### src/rtl/bcd2e_rdbuf.sv
// Read-buffer path: sequences print-buffer reads, converts BCD to EBCDIC, queues in a 2-entry FIFO.
// Optional odd-parity checking of returned buffer words is enabled by defining BCD_PARITY_EN.
module bcd2e_rdbuf #(
    parameter int unsigned AW      = 8,
    parameter int unsigned BUF_LEN = 132
) (
    input  logic          i_clk,
    input  logic          i_reset,
    input  logic          i_start,
    input  logic [AW-1:0] i_first,
    input  logic [AW-1:0] i_count,
    input  logic          i_abort,
    output logic          o_rd,
    output logic [AW-1:0] o_addr,
    input  logic [7:0]    i_rdata,
    output logic          o_valid,
    output logic [7:0]    o_data,
    input  logic          i_ready,
    output logic          o_busy,
    output logic          o_done,
    output logic          o_invalid,
    output logic          o_perr
);

    localparam int unsigned OCC_W = 3;
    localparam logic [AW-1:0] LAST_ADDR = AW'(BUF_LEN - 1);

    typedef enum logic [1:0] {
        IDLE  = 2'd0,
        RUN   = 2'd1,
        DRAIN = 2'd2
    } state_e;

    state_e        state_q, state_d;
    logic [AW-1:0] ptr_q, ptr_d;
    logic [AW-1:0] rem_q, rem_d;
    logic [AW-1:0] addr_q, addr_d;
    logic          rd_q, rd_d;
    logic          pend_q, pend_d;
    logic [7:0]    head_q, head_d;
    logic          head_v_q, head_v_d;
    logic [7:0]    tail_q, tail_d;
    logic          tail_v_q, tail_v_d;
    logic          busy_q, busy_d;
    logic          done_q, done_d;
    logic          inv_q, inv_d;
    logic          perr_q, perr_d;

    logic [7:0]       conv_byte_c;
    logic             conv_inv_c;
    logic [3:0]       zone_c;
    logic             par_err_c;
    logic             pop_c;
    logic [OCC_W-1:0] occ_c;
    logic             issue_c;

`ifdef BCD_PARITY_EN
    assign par_err_c = ~(^i_rdata);
`else
    logic rdata_p_unused;
    assign rdata_p_unused = i_rdata[7];
    assign par_err_c      = 1'b0;
`endif

    // BCD {s,b,a,8421} to EBCDIC; blank wins over everything, unmapped digits flag invalid
    always_comb begin
        conv_byte_c = 8'h40;
        conv_inv_c  = 1'b0;
        zone_c      = 4'hF;
        if (!i_rdata[6]) begin
            if ((i_rdata[3:0] >= 4'd1) && (i_rdata[3:0] <= 4'd9)) begin
                case (i_rdata[5:4])
                    2'b00:   zone_c = 4'hF;
                    2'b01:   zone_c = 4'hE;
                    2'b10:   zone_c = 4'hD;
                    default: zone_c = 4'hC;
                endcase
                conv_byte_c = {zone_c, i_rdata[3:0]};
                if (i_rdata[5:0] == 6'b01_0001) begin
                    conv_byte_c = 8'h61;
                end
            end else begin
                case (i_rdata[5:0])
                    6'b00_1010: conv_byte_c = 8'hF0;
                    6'b00_1011: conv_byte_c = 8'h7B;
                    6'b00_1100: conv_byte_c = 8'h7C;
                    6'b01_1010: conv_byte_c = 8'h50;
                    6'b01_1011: conv_byte_c = 8'h6B;
                    6'b01_1100: conv_byte_c = 8'h6C;
                    6'b10_1010: conv_byte_c = 8'h60;
                    6'b10_1011: conv_byte_c = 8'h5B;
                    6'b10_1100: conv_byte_c = 8'h5C;
                    6'b11_1010: conv_byte_c = 8'h4E;
                    6'b11_1011: conv_byte_c = 8'h4B;
                    6'b11_1100: conv_byte_c = 8'h4C;
                    default:    conv_inv_c  = 1'b1;
                endcase
            end
        end
    end

    assign pop_c   = head_v_q & i_ready;
    // Entries held or owed to the FIFO after this cycle's pop; a new read needs a free slot
    assign occ_c   = OCC_W'(head_v_q) + OCC_W'(tail_v_q) + OCC_W'(rd_q) + OCC_W'(pend_q)
                   - OCC_W'(pop_c);
    assign issue_c = (rem_q != '0) && (occ_c < OCC_W'(2));

    // Next-state, FIFO and flag logic
    always_comb begin
        state_d  = state_q;
        ptr_d    = ptr_q;
        rem_d    = rem_q;
        addr_d   = addr_q;
        rd_d     = 1'b0;
        pend_d   = rd_q;
        head_d   = head_q;
        head_v_d = head_v_q;
        tail_d   = tail_q;
        tail_v_d = tail_v_q;
        done_d   = 1'b0;
        inv_d    = inv_q;
        perr_d   = perr_q;

        if (pop_c) begin
            if (tail_v_q) begin
                head_d = tail_q;
            end
            head_v_d = tail_v_q;
            tail_v_d = 1'b0;
        end
        if (pend_q) begin
            if (!head_v_d) begin
                head_d   = conv_byte_c;
                head_v_d = 1'b1;
            end else begin
                tail_d   = conv_byte_c;
                tail_v_d = 1'b1;
            end
            inv_d  = inv_q | conv_inv_c;
            perr_d = perr_q | par_err_c;
        end

        case (state_q)
            IDLE: begin
                if (i_start) begin
                    inv_d  = 1'b0;
                    perr_d = 1'b0;
                    if (i_count == '0) begin
                        done_d = 1'b1;
                    end else begin
                        ptr_d   = i_first;
                        rem_d   = i_count;
                        state_d = RUN;
                    end
                end
            end
            RUN: begin
                if (issue_c) begin
                    rd_d   = 1'b1;
                    addr_d = ptr_q;
                    ptr_d  = (ptr_q == LAST_ADDR) ? '0 : ptr_q + AW'(1);
                    rem_d  = rem_q - AW'(1);
                    if (rem_q == AW'(1)) begin
                        state_d = DRAIN;
                    end
                end
            end
            DRAIN: begin
                if (pop_c && !tail_v_q && !pend_q && !rd_q) begin
                    done_d  = 1'b1;
                    state_d = IDLE;
                end
            end
            default: state_d = IDLE;
        endcase

        // Abort beats everything, including a same-cycle start; flags are kept
        if (i_abort) begin
            state_d  = IDLE;
            rem_d    = '0;
            rd_d     = 1'b0;
            pend_d   = 1'b0;
            head_v_d = 1'b0;
            tail_v_d = 1'b0;
            done_d   = 1'b0;
            inv_d    = inv_q;
            perr_d   = perr_q;
        end

        busy_d = (state_d != IDLE);
    end

    always_ff @(posedge i_clk or negedge i_reset) begin
        if (!i_reset) begin
            state_q  <= IDLE;
            ptr_q    <= '0;
            rem_q    <= '0;
            addr_q   <= '0;
            rd_q     <= 1'b0;
            pend_q   <= 1'b0;
            head_q   <= '0;
            head_v_q <= 1'b0;
            tail_q   <= '0;
            tail_v_q <= 1'b0;
            busy_q   <= 1'b0;
            done_q   <= 1'b0;
            inv_q    <= 1'b0;
            perr_q   <= 1'b0;
        end else begin
            state_q  <= state_d;
            ptr_q    <= ptr_d;
            rem_q    <= rem_d;
            addr_q   <= addr_d;
            rd_q     <= rd_d;
            pend_q   <= pend_d;
            head_q   <= head_d;
            head_v_q <= head_v_d;
            tail_q   <= tail_d;
            tail_v_q <= tail_v_d;
            busy_q   <= busy_d;
            done_q   <= done_d;
            inv_q    <= inv_d;
            perr_q   <= perr_d;
        end
    end

    assign o_rd      = rd_q;
    assign o_addr    = addr_q;
    assign o_valid   = head_v_q;
    assign o_data    = head_q;
    assign o_busy    = busy_q;
    assign o_done    = done_q;
    assign o_invalid = inv_q;
    assign o_perr    = perr_q;

endmodule

### config.mk
export PLATFORM = sky130hd
export DESIGN_NAME = bcd2e_rdbuf
export DESIGN_NICKNAME = d
export VERILOG_FILES = /design/src/rtl/bcd2e_rdbuf.sv
export SDC_FILE = /design/constraint.sdc
export NUM_CORES = 1
export LEC_CHECK = 0
export BUFFER_PORTS_ARGS = -buffer_cell sky130_fd_sc_hd__buf_2
export CORE_ASPECT_RATIO = 1.75
export CORE_MARGIN = 3
export CORE_UTILIZATION = 55
export CTS_CLUSTER_DIAMETER = 200
export DETAILED_ROUTE_END_ITERATION = 7
export HOLD_SLACK_MARGIN = 0.05
export PLACE_DENSITY = 0.79
export SYNTH_ARGS = -nofsm -noshare
export SYNTH_HDL_FRONTEND = slang
export SYNTH_SLANG_ARGS = --single-unit
### constraint.sdc
create_clock -name i_clk -period 6.24 [get_ports i_clk]
set_input_delay 1.248 -clock i_clk [delete_from_list [all_inputs] [get_ports i_clk]]
set_output_delay 1.248 -clock i_clk [all_outputs]
set_load 0.1 [all_outputs]
==> Word-level counts from Yosys, hierarchy flattened <==
Cells that the tools add are included.
{ "totals": {"register_bits": 49, "input_bits": 29, "out_inout_bits": 22, "elab_cells": 117} }
{ "classes": {"n_addsub": 6, "order_cmp": 3, "eq_ne": 25, "muxes": 48, "bitwise": 2, "reduce_logical": 20} }
{ "op_table": {"columns": ["operator", "n"], "rows": [
  ["$mux 8", 15],
  ["$pmux 8 s12", 1],
  ["$eq 6x6->1 const B", 6],
  ["$pmux 8 s2", 2],
  ["$eq 6x5->1 const B", 4],
  ["$mux 1", 21],
  ["$eq 6x4->1 const B", 3],
  ["$mux 2", 6],
  ["$pmux 2 s3", 2],
  ["$reduce_or 12->1", 1],
  ["$ne 3x3->1 const B", 3],
  ["$add 8x1->8 const B", 1],
  ["$eq 8x1->1 const B", 1],
  ["$eq 8x8->1 const B", 1],
  ["$logic_not 8->1", 1],
  ["$reduce_and 4->1", 2],
  ["$reduce_bool 8->1", 1],
  ["$sub 8x1->8 const B", 1],
  ["$ne 2x2->1 const B", 3],
  ["$logic_and 1x1->1", 5],
  ["$eq 2x1->1 const B", 2],
  ["$eq 2x2->1 const B", 2],
  ["$ge 4x1->1 const B", 1],
  ["$le 4x4->1 const B", 1],
  ["13 further kinds", 18]
]} }

==> Logic depth before layout (Yosys ltp) <==
Gate-level depths: netlist of the first run.
{ "logic_depth": {"depth_word": 10, "mapped_depth": 10, "depth_no_buf": 8} }

==> Worst setup path before layout of the first run <==
Ideal clock, no wire load.
{ "synth_timing": {"kind": "input-to-reg", "from": "input port i_ready", "to": "register ptr_q[7]", "setup_time_ps": 121, "t_arrival_ps": 3433, "t_required_ps": 6119, "slack_ps": 2686, "stages": 9, "n_path_buf": 1, "path_cell_list": "nand2b_1 > fa_1 > nand2b_1 > fa_1 > nand2_1 > a211oi_2 > buf_4 > o22ai_1 > a22o_1"} }
{ "synth_via": {"elab_chain_cells": 6} }
{ "synth_lines": {"columns": ["element", "line", "text"], "rows": [
  ["from (decl)", "18", "input logic i_ready,"],
  ["$and 1x1->1", "102", "assign pop_c = head_v_q & i_ready;"],
  ["$sub 3x1->3", "105", "- OCC_W'(pop_c);"],
  ["$lt 3x2->1", "106", "assign issue_c = (rem_q != '0) && (occ_c < OCC_W'(2));"],
  ["$logic_and 1x1->1", "106", null],
  ["$ne 2x2->1 (no line)", null, null],
  ["$reduce_and 4->1 (no line)", null, null],
  ["to (signal assigned)", "211", "ptr_q <= ptr_d;"],
  ["to (decl)", "35", "logic [AW-1:0] ptr_q, ptr_d;"]
]} }
No other way between the ends.
A chain may end at the register's enable or synchronous reset.

==> Worst setup path in the final report of the first run <==
{ "layout_timing": {"from": "input port i_ready", "to": "register rem_q[3]"} }
{ "layout_via": {"elab_chain_cells": 6} }
{ "layout_lines": {"columns": ["element", "line", "text"], "rows": [
  ["$and 1x1->1", "102", null],
  ["$sub 3x1->3", "105", null],
  ["$lt 3x2->1", "106", null],
  ["$logic_and 1x1->1", "106", null],
  ["$ne 3x3->1 (no line)", null, null],
  ["$reduce_and 4->1 (no line)", null, null],
  ["to (signal assigned)", "212", "rem_q <= rem_d;"],
  ["to (decl)", "36", "logic [AW-1:0] rem_q, rem_d;"]
]} }
No other way between the ends.

==> run_results.csv, run 1 <==
group,metric,value,unit
finish,syn2layout_area_growth,12.1,%
logic_synthesis,synth.area.top_cells,"dfrtp_1, nand2_1, mux2_2",
die,die_area,0.00598,mm2
finish,drive_above_1_share,21.2,%
logic_synthesis,synth-warning-count,0,
critical_path,crit_type,"input pin to register",
sta,rsz0062_at_grt,"false",
sta,slew-limit-headroom,27.0,%
die,die_w,59.8,um
logic_synthesis,yosys.area.top_type,"dfrtp_1",
logic_synthesis,yosysTopAreaCellShare,44.1,%
logic_synthesis,avgSynthCellArea,9.03,um2
placement,post-dp-hpwl,4.73,mm
sta,worstMarginPinSlew,1.10,ns
sta,tns,0,ns
sta,drv_slew,0,
logic_synthesis,ys_ff_latch,49,
clock_network,htree_num_levels,2,
die,die_h,100,um
clock_network,cts_tree,"done",
clock_network,ctsResizeCount,0,
die,start_util,58.1,%
critical_path,required,6.43,ns
logic_synthesis,synth.distinct_cells,53,
sta,skew,0.0118,ns
logic_synthesis,ys_seq_area_share,44.1,%
drt,routed_wl,6.42,mm
finish,fin_nets,378,
drt,firstDrtPassIters,6,
grt,grt_overflow_total,0,
min_path,min_path_type,"register to register",
critical_path,end_kind,"register",
finish,fillers,439,
drt,ant_nets,0,
logic_synthesis,synth_flop_cell,"dfrtp_1",
clock_network,cts_root_buf,"clkbuf_8",
sta,setup_violations,0,
clock_network,cts_setup_buffers,0,
grt,grt_max_degree,50,
power_and_ir_drop,leakage,1.46,nW
die,ios,51,
logic_synthesis,syn_area,0.00278,mm2
die,placeableCoreArea,0.00479,mm2
logic_synthesis,synth_edf_count,0,
logic_synthesis,async_reset_ff_share,100,%
critical_path,cp_max_fo,15,
clock_network,cts_buffer_depth,2,
clock_network,worst_skew_pair.late_latency,0.30,ns
drt,drc,0,
drt,vias,2412,
drt,vias_per_cell,6.08,
power_and_ir_drop,p_total,0.00115,W
sta,fmax,0.262,GHz
job,maxCapViolations,0,
placement,numPortBuffers,48,
power_and_ir_drop,irDropWorstVdd,0.000353,V
drt,drtIter0Drc,98,
grt,grtUsageTotal,23.1,%
sta,hold_viol,0,
grt,grt_pass1_wl,10.6,mm
finish,antenna-diode-count,0,
clock_network,path_clk_slew,0.09,ns
drt,wl_per_cell,16.2,um
sta,finalCritPeriodShare,61.2,%
logic_synthesis,synth_fp_nets,342,
critical_path,critical_path_arrival,4.01,ns
grt,antenna_found_initial,0,
logic_synthesis,synthCells,308,
grt,grt_pass1_vias,2339,
run_status,status,"complete, no violations",
clock_network,cts_buffers,5,
die,fp-row-count,33,
clock_network,postCtsHoldBufs,0,
clock_network,cts_sinks,49,
placement,place.gp.congestion,0.835,
sta,min_period,3.82,ns
critical_path,cp-start-kind,"input pin",
power_and_ir_drop,powerDensity,370,mW/mm2
==> synthesized netlist by cell type, types with 3 or more instances <==
master and count:
a211oi_1 3, a21oi_1 17, a22o_1 8, and3_1 3
buf_2 7, buf_4 3, clkbuf_1 9, dfrtp_1 49
ha_1 3, inv_1 10, mux2_2 8, mux2i_1 5
nand2_1 60, nand2b_1 6, nand3_1 9, nand3b_1 4
nor2_1 16, nor3_1 5, nor4_1 4, o21ai_0 14
o22ai_1 9, o31ai_1 9, o32ai_1 6
==> worst max-delay path: stages <==
cell and delay, ns:
buf_2 0.12, nand2b_1 0.17, fa_1 0.44, nand2b_1 0.16, fa_1 0.50, nand2_1 0.09
a211oi_2 0.82, o22ai_1 0.15, a32o_1 0.31
==> cells in the final DEF, fill, tap and decap left out, types with 2 or more instances in the layout <==
| master | n |
|---|---|
| ha_1 | 3 |
| a22o_1 | 8 |
| a2bb2oi_1 | 2 |
| a211oi_1 | 3 |
| nand3_1 | 9 |
| nor2b_1 | 2 |
| inv_1 | 10 |
| and3_1 | 3 |
| o22ai_1 | 9 |
| nand3b_1 | 4 |
| o21ai_0 | 14 |
| clkbuf_8 | 6 |
| nor4_1 | 4 |
| mux2i_1 | 5 |
| o21ai_1 | 2 |
| nor3b_1 | 2 |
| a221oi_1 | 2 |
| a21o_1 | 2 |
| nor3_1 | 5 |
| dfrtp_1 | 49 |
| a31oi_1 | 2 |
| fa_1 | 2 |
| mux2_2 | 8 |
| buf_2 | 48 |
| o31ai_1 | 9 |
| a21oi_1 | 17 |
| nand2_1 | 60 |
| nor2_1 | 16 |
| conb_1 | 2 |
| o32ai_1 | 6 |
| a22oi_1 | 2 |
| or4_1 | 2 |
| nand2b_1 | 6 |
==> where the power goes <==
| group | leakage [nW] | switching [W] | total [W] | internal, W |
|---|---|---|---|---|
| combinational | 0.763 | 0.000390 | 0.000495 | 0.000105 |
| sequential | 0.643 | 0.0000493 | 0.000422 | 0.000373 |
| clock | 0.0574 | 0.000105 | 0.000235 | 0.000130 |
| total | 1.46 | 0.000544 | 0.00115 | 0.000608 |
==> logic make-up (layout without fill, tap and decap cells) <==
group / after synthesis / after routing / synth area share, %
multiplexers: 13 / 13 / 5.04
buffers and inverters: 30 / 67 / 4.77
AO/OA/AOI/OAI: 88 / 88 / 22.2
adder cells (fa/ha/maj): 5 / 5 / 2.79
other: 2 / 2 / 0.270
flip-flops: 49 / 49 / 44.1
AND/OR/NAND/NOR: 121 / 121 / 20.8
==> cell type report <==
type	instances	area (um2)	share of cell area, %
inverters	10	37.5	1.20
clock inverters	2	37.5	1.20
clock buffers	6	82.6	2.65
flip-flops and latches	49	1230	39.3
repair buffers	49	248	7.94
well taps	52	65.1	2.09
multi-input cells	229	1420	45.6
==> metal layers <==
metal	vias up	share of wire, %	GRT usage (%)
li1	1181	-	-
met1	1152	38	25.9
met2	63	54	40.4
met3	16	4.4	4.12
met4	0	3.7	10.9
met5	-	0	0
==> final timing paths <==
check                            end  slack [ns]  startpoint  depth (start not counted)
max reg2reg                 rem_q[3]        3.04      pend_q                          8
max in group asynchronous  o_invalid        4.42     i_reset                          1
min reg2reg                tail_q[6]        0.47   tail_q[6]                          1
min in group asynchronous  tail_q[2]        1.14     i_reset                          1
min                        tail_q[6]        0.47   tail_q[6]                          1
max                         rem_q[3]        2.42     i_ready                          9
==> sequential cells by signal, indices dropped and copies added, names as in the netlist <==
name,cells
o_busy,1
o_rd,1
o_valid,1
pend_q,1
o_done,1
state_q,2
tail_q,8
o_data,8
o_invalid,1
ptr_q,8
o_addr,8
tail_v_q,1
rem_q,8
==> through the flow <==
stage	util, %	hold slack, ns	setup WS (ns)	area, um2	instances
global placement	62.6	0.451	2.13	3000	389
detailed placement	62.6	0.455	2.13	3000	389
global route	65.1	0.493	2.25	3120	397
CTS	65.1	0.479	2.42	3120	397
finish	65.1	0.475	2.42	3120	397
floorplan	-	0.434	2.69	2780	308
Note: power is estimated with default switching activity, not from simulation.
==> run 2: changes to the inputs <==
clock period = 3.74 ns   (was 6.24 ns; I/O delays follow)
==> run_results.csv, run 2 (same netlist as run 1, synthesis figures left out) <==
group,metric,value,unit
grt,grtUsageMet2,43.9,%
critical_path,crit_type,"input pin to register",
sta,finalCritPeriodShare,77.9,%
min_path,min_path_type,"register to register",
clock_network,htree_num_levels,2,
placement,post-dp-hpwl,4.79,mm
finish,multiInputGateArea,0.00142,mm2
grt,busiest_layer,"met2",
grt,grtUsageMet1,26.2,%
critical_path,cp-start-kind,"input pin",
drt,vias,2453,
sta,tns,0,ns
grt,grt_use_met3,3.47,%
run_status,status,"complete, no violations",
sta,rsz0062_at_grt,"false",
drt,ant_nets,0,
sta,layout_setup_ws,0.826,ns
critical_path,required,3.91,ns
clock_network,postCtsHoldBufs,0,
clock_network,cts_setup_buffers,0,
clock_network,cts_root_buf,"clkbuf_8",
finish,drive_above_1_share,22.3,%
placement,place.gp.congestion,0.813,
sta,worstMarginPinSlew,1.07,ns
sta,drv_slew,0,
placement,dpl_cell_area,0.00304,mm2
clock_network,cts_buffers,5,
grt,antenna_found_initial,0,
die,start_util,58.1,%
finish,syn2layout_area_growth,14.1,%
sta,setup_violations,0,
drt,firstDrtPassIters,4,
sta,skew,0.00823,ns
finish,final_area,0.00317,mm2
power_and_ir_drop,powerDensity,629,mW/mm2
drt,drtIter0Drc,132,
finish,fillers,432,
grt,grtUsageTotal,24.1,%
finish,layout_common_cells,"nand2_1, dfrtp_1, buf_2, a21oi_1, nor2_1",
finish,seq_area,0.00123,mm2
clock_network,worst_skew_pair.late_latency,0.30,ns
clock_network,cts_tree,"done",
grt,grt_overflow_total,0,
clock_network,cts_sinks,49,
sta,hold_viol,0,
die,fp-row-count,33,
grt,grt_max_degree,50,
placement,place_ws,0.544,ns
drt,routed_wl,6.52,mm
drt,vias_per_cell,6.10,
job,maxCapViolations,0,
clock_network,cts_buffer_depth,2,
power_and_ir_drop,leakage,1.50,nW
clock_network,path_clk_slew,0.09,ns
drt,wl_per_cell,16.2,um
die,die_w,59.8,um
drt,drc,0,
grt,grt_pass1_wl,11.3,mm
sta,slew-limit-headroom,28.4,%
grt,grt_pass1_vias,2543,
critical_path,critical_path_arrival,3.09,ns
critical_path,end_kind,"register",
critical_path,cp_max_fo,13,
die,die_area,0.00598,mm2
power_and_ir_drop,irDropWorstVdd,0.000643,V
sta,min_period,2.91,ns
finish,fin_nets,383,
sta,fmax,0.343,GHz
placement,numPortBuffers,48,
die,ios,51,
die,die_h,100,um
finish,layout_commonest_cell,"nand2_1",
clock_network,ctsResizeCount,0,
die,placeableCoreArea,0.00479,mm2
finish,antenna-diode-count,0,
## run 2: cell count changes in the layout (fill, tap and decap cells not counted), sizes merged
| cell | delta |
|---|---|
| bufinv | +1 |
| clkinvlp | -1 |
| inv | +1 |
| buf | +5 |
| clkbuf | -1 |
## run 2: final cells by class
class / count / share of cell area (%)
tap: 52 / 2.05
multi-input combinational: 229 / 44.8
clock inverter: 3 / 2.17
clock buffer: 5 / 2.17
inverter: 10 / 1.18
timing repair buffer: 54 / 8.99
sequential: 49 / 38.6
## run 2: critical path: stages
cell,delay [ns]
buf_2,0.12
nand2b_1,0.16
fa_1,0.44
nand2b_1,0.16
fa_1,0.51
nand2_1,0.09
a211o_1,0.36
buf_4,0.24
a21oi_1,0.16
o32ai_1,0.10
## run 2: path summary, 6_finish.rpt
kind / start / endpoint / slack [ns] / cells past startpoint
max in group asynchronous: i_reset / rem_q[0] / 2.44 / 1
setup reg to reg: pend_q / rem_q[6] / 0.94 / 9
setup / recovery: i_ready / rem_q[6] / 0.83 / 10
hold reg to reg: tail_q[6] / tail_q[6] / 0.48 / 1
min in group asynchronous: i_reset / tail_q[2] / 0.63 / 1
hold / removal: tail_q[6] / tail_q[6] / 0.48 / 1
## run 2: per-layer routing
layer  routed length (um)  share of wire [%]  vias up
li1                     -                  -     1192
met1                 2340                 36     1147
met2                 3570                 55       95
met3                  385                5.9       19
met4                  227                3.5        0
met5                    0                  0        -
## run 2: report_power, final
| part | total (W) | switching [W] | internal (W) |
|---|---|---|---|
| combinational | 0.000833 | 0.000650 | 0.000183 |
| clock | 0.000455 | 0.000185 | 0.000269 |
| sequential | 0.000709 | 0.0000865 | 0.000622 |
## run 2: stage by stage
stage	hold slack, ns	total power [W]	util, %	cells
6_report	0.477	0.00200	66.3	402
2_1_floorplan	0.434	0.00139	-	308
4_1_cts	0.482	0.00200	66.3	402
5_1_grt	0.497	0.00208	66.3	402
3_5_place_dp	0.455	0.00155	63.4	394
3_3_place_gp	0.451	0.00154	63.4	394
==> run 3: changes to the inputs <==
clock period = 3 ns   (was 3.74 ns; I/O delays follow)
==> run_results.csv, run 3 (same netlist as run 1, synthesis figures left out) <==
group,metric,value,unit
sta,rsz0062_at_grt,"false",
die,start_util,58.1,%
critical_path,path_cells,"buf_2 -> nand2b_1 -> fa_1 -> nand2b_1 -> fa_1 -> nand2_1 -> a211o_1 -> buf_4 -> a221oi_1 -> a211oi_1",
drt,drtIter0Drc,149,
sta,drv_slew,0,
job,maxCapViolations,0,
min_path,min_path_type,"input pin to async pin",
die,die_h,100,um
critical_path,critical_path_arrival,2.87,ns
drt,wl_per_cell,16.4,um
die,ios,51,
grt,grt_max_degree,27,
die,fp-row-count,33,
critical_path,cp-start-kind,"input pin",
clock_network,htree_num_levels,2,
die,die_area,0.00598,mm2
drt,vias,2475,
critical_path,reg2reg_to,"rem_q[1]",
clock_network,cts_sinks,49,
clock_network,cts_tree,"done",
critical_path,max_stage_delay,0.51,ns
critical_path,crit_path_start,"i_ready",
critical_path,crit_type,"input pin to register",
die,placeableCoreArea,0.00479,mm2
drt,routed_wl,6.68,mm
sta,skew,0.0143,ns
grt,grt_pass1_vias,2462,
clock_network,postCtsHoldBufs,0,
placement,place.gp.congestion,0.899,
sta,min_period,2.69,ns
finish,fin_nets,388,
finish,fillers,420,
finish,seq_area,0.00123,mm2
power_and_ir_drop,powerDensity,743,mW/mm2
critical_path,end_kind,"register",
clock_network,ctsResizeCount,0,
drt,ant_nets,0,
critical_path,r2r-start,"o_valid",
critical_path,cp_max_fo,4,
finish,syn2layout_area_growth,14.0,%
placement,post-dp-hpwl,5.00,mm
sta,layout_setup_ws,0.306,ns
clock_network,path_clk_slew,0.11,ns
critical_path,crit_family,"adder cells",
sta,finalCritPeriodShare,89.8,%
placement,numPortBuffers,48,
sta,worstMarginPinSlew,0.865,ns
critical_path,crit_slowest_cell,"fa_1",
critical_path,r2r_slack,0.31,ns
critical_path,crit_buf_inv,2,
clock_network,cts_buffer_depth,2,
grt,grt_pass1_wl,11.3,mm
power_and_ir_drop,leakage,1.50,nW
sta,fmax,0.371,GHz
power_and_ir_drop,p_total,0.00236,W
finish,layout_common_cells,"nand2_1, buf_2, dfrtp_1, a21oi_1, nor2_1",
clock_network,cts_setup_buffers,0,
drt,vias_per_cell,6.08,
die,die_w,59.8,um
clock_network,cts_root_buf,"clkbuf_8",
sta,hold_viol,0,
finish,layout_commonest_cell,"nand2_1",
clock_network,cts_buffers,5,
grt,grt_overflow_total,0,
power_and_ir_drop,irDropWorstVdd,0.000807,V
sta,tns,0,ns
finish,multiInputGateArea,0.00142,mm2
critical_path,required,3.18,ns
critical_path,r2r_cells,9,
drt,firstDrtPassIters,4,
drt,drc,0,
finish,drive_above_1_share,23.7,%
grt,antenna_found_initial,0,
sta,setup_violations,0,
placement,place_ws,-0.00203,ns
finish,antenna-diode-count,0,
run_status,status,"complete, no violations",
sta,slew-limit-headroom,41.8,%
clock_network,worst_skew_pair.late_latency,0.31,ns
grt,grtUsageTotal,24.1,%
## run 3: changes by cell type in the layout (fill, tap and decap cells not counted)
cell,before,now
buf_4,6,11
dfrtp_1,49,48
inv_6,1,3
bufinv_16,2,0
dfrtp_2,0,1
## run 3: per-stage QoR
stage	hold WS, ns	area (um2)	std cells	utilization, %
2_1_floorplan	0.304	2780	308	-
3_3_place_gp	0.450	3080	399	64.2
3_5_place_dp	0.458	3080	399	64.2
4_1_cts	0.283	3170	407	66.2
5_1_grt	0.297	3170	407	66.2
6_report	0.275	3170	407	66.2
## run 3: where the power goes
part	leakage [nW]	internal, W	switching, W	total, W
sequential	0.642	0.000776	0.000107	0.000883
clock	0.0495	0.000174	0.000247	0.000421
combinational	0.811	0.000233	0.000819	0.00105
total	1.50	0.00118	0.00117	0.00236
## run 3: how the worst max path moves through the flow
stage          endpoint  slack, ns  cells after the start
2_1_floorplan  ptr_q[7]      0.008                      9
3_3_place_gp   rem_q[1]       0.04                     10
3_5_place_dp   rem_q[1]     -0.002                     10
4_1_cts        rem_q[1]       0.31                     10
5_1_grt        rem_q[1]       0.16                      9
6_report       rem_q[1]       0.31                     10
## run 3: per-layer routing
| metal | vias up | GRT usage (%) | share of wire (%) | wire (um) |
|---|---|---|---|---|
| li1 | 1206 | - | - | - |
| met1 | 1172 | 27.8 | 38 | 2540 |
| met2 | 84 | 42.8 | 55 | 3680 |
| met3 | 13 | 3.35 | 4.7 | 315 |
| met4 | 0 | 10.2 | 2.1 | 142 |
| met5 | - | 0 | 0 | 0 |
## run 3: area by class of cell
type	instances	area share (%)
well taps	52	2.05
flip-flops and latches	49	38.7
inverters	10	1.18
repair buffers	59	10.2
clock buffers	5	2.17
multi-input cells	229	44.9
clock inverters	3	0.829
## run 3: worst reg2reg max path, delay by kind of cell, from the launching register on
family | cells | cell delay [ns]
buffers and inverters | 1 | 0.18
AOI/OAI and AO/OA | 3 | 0.62
DFF | 1 | 0.45
and+or+nand+nor | 3 | 0.37
adders and majority gates | 2 | 0.93
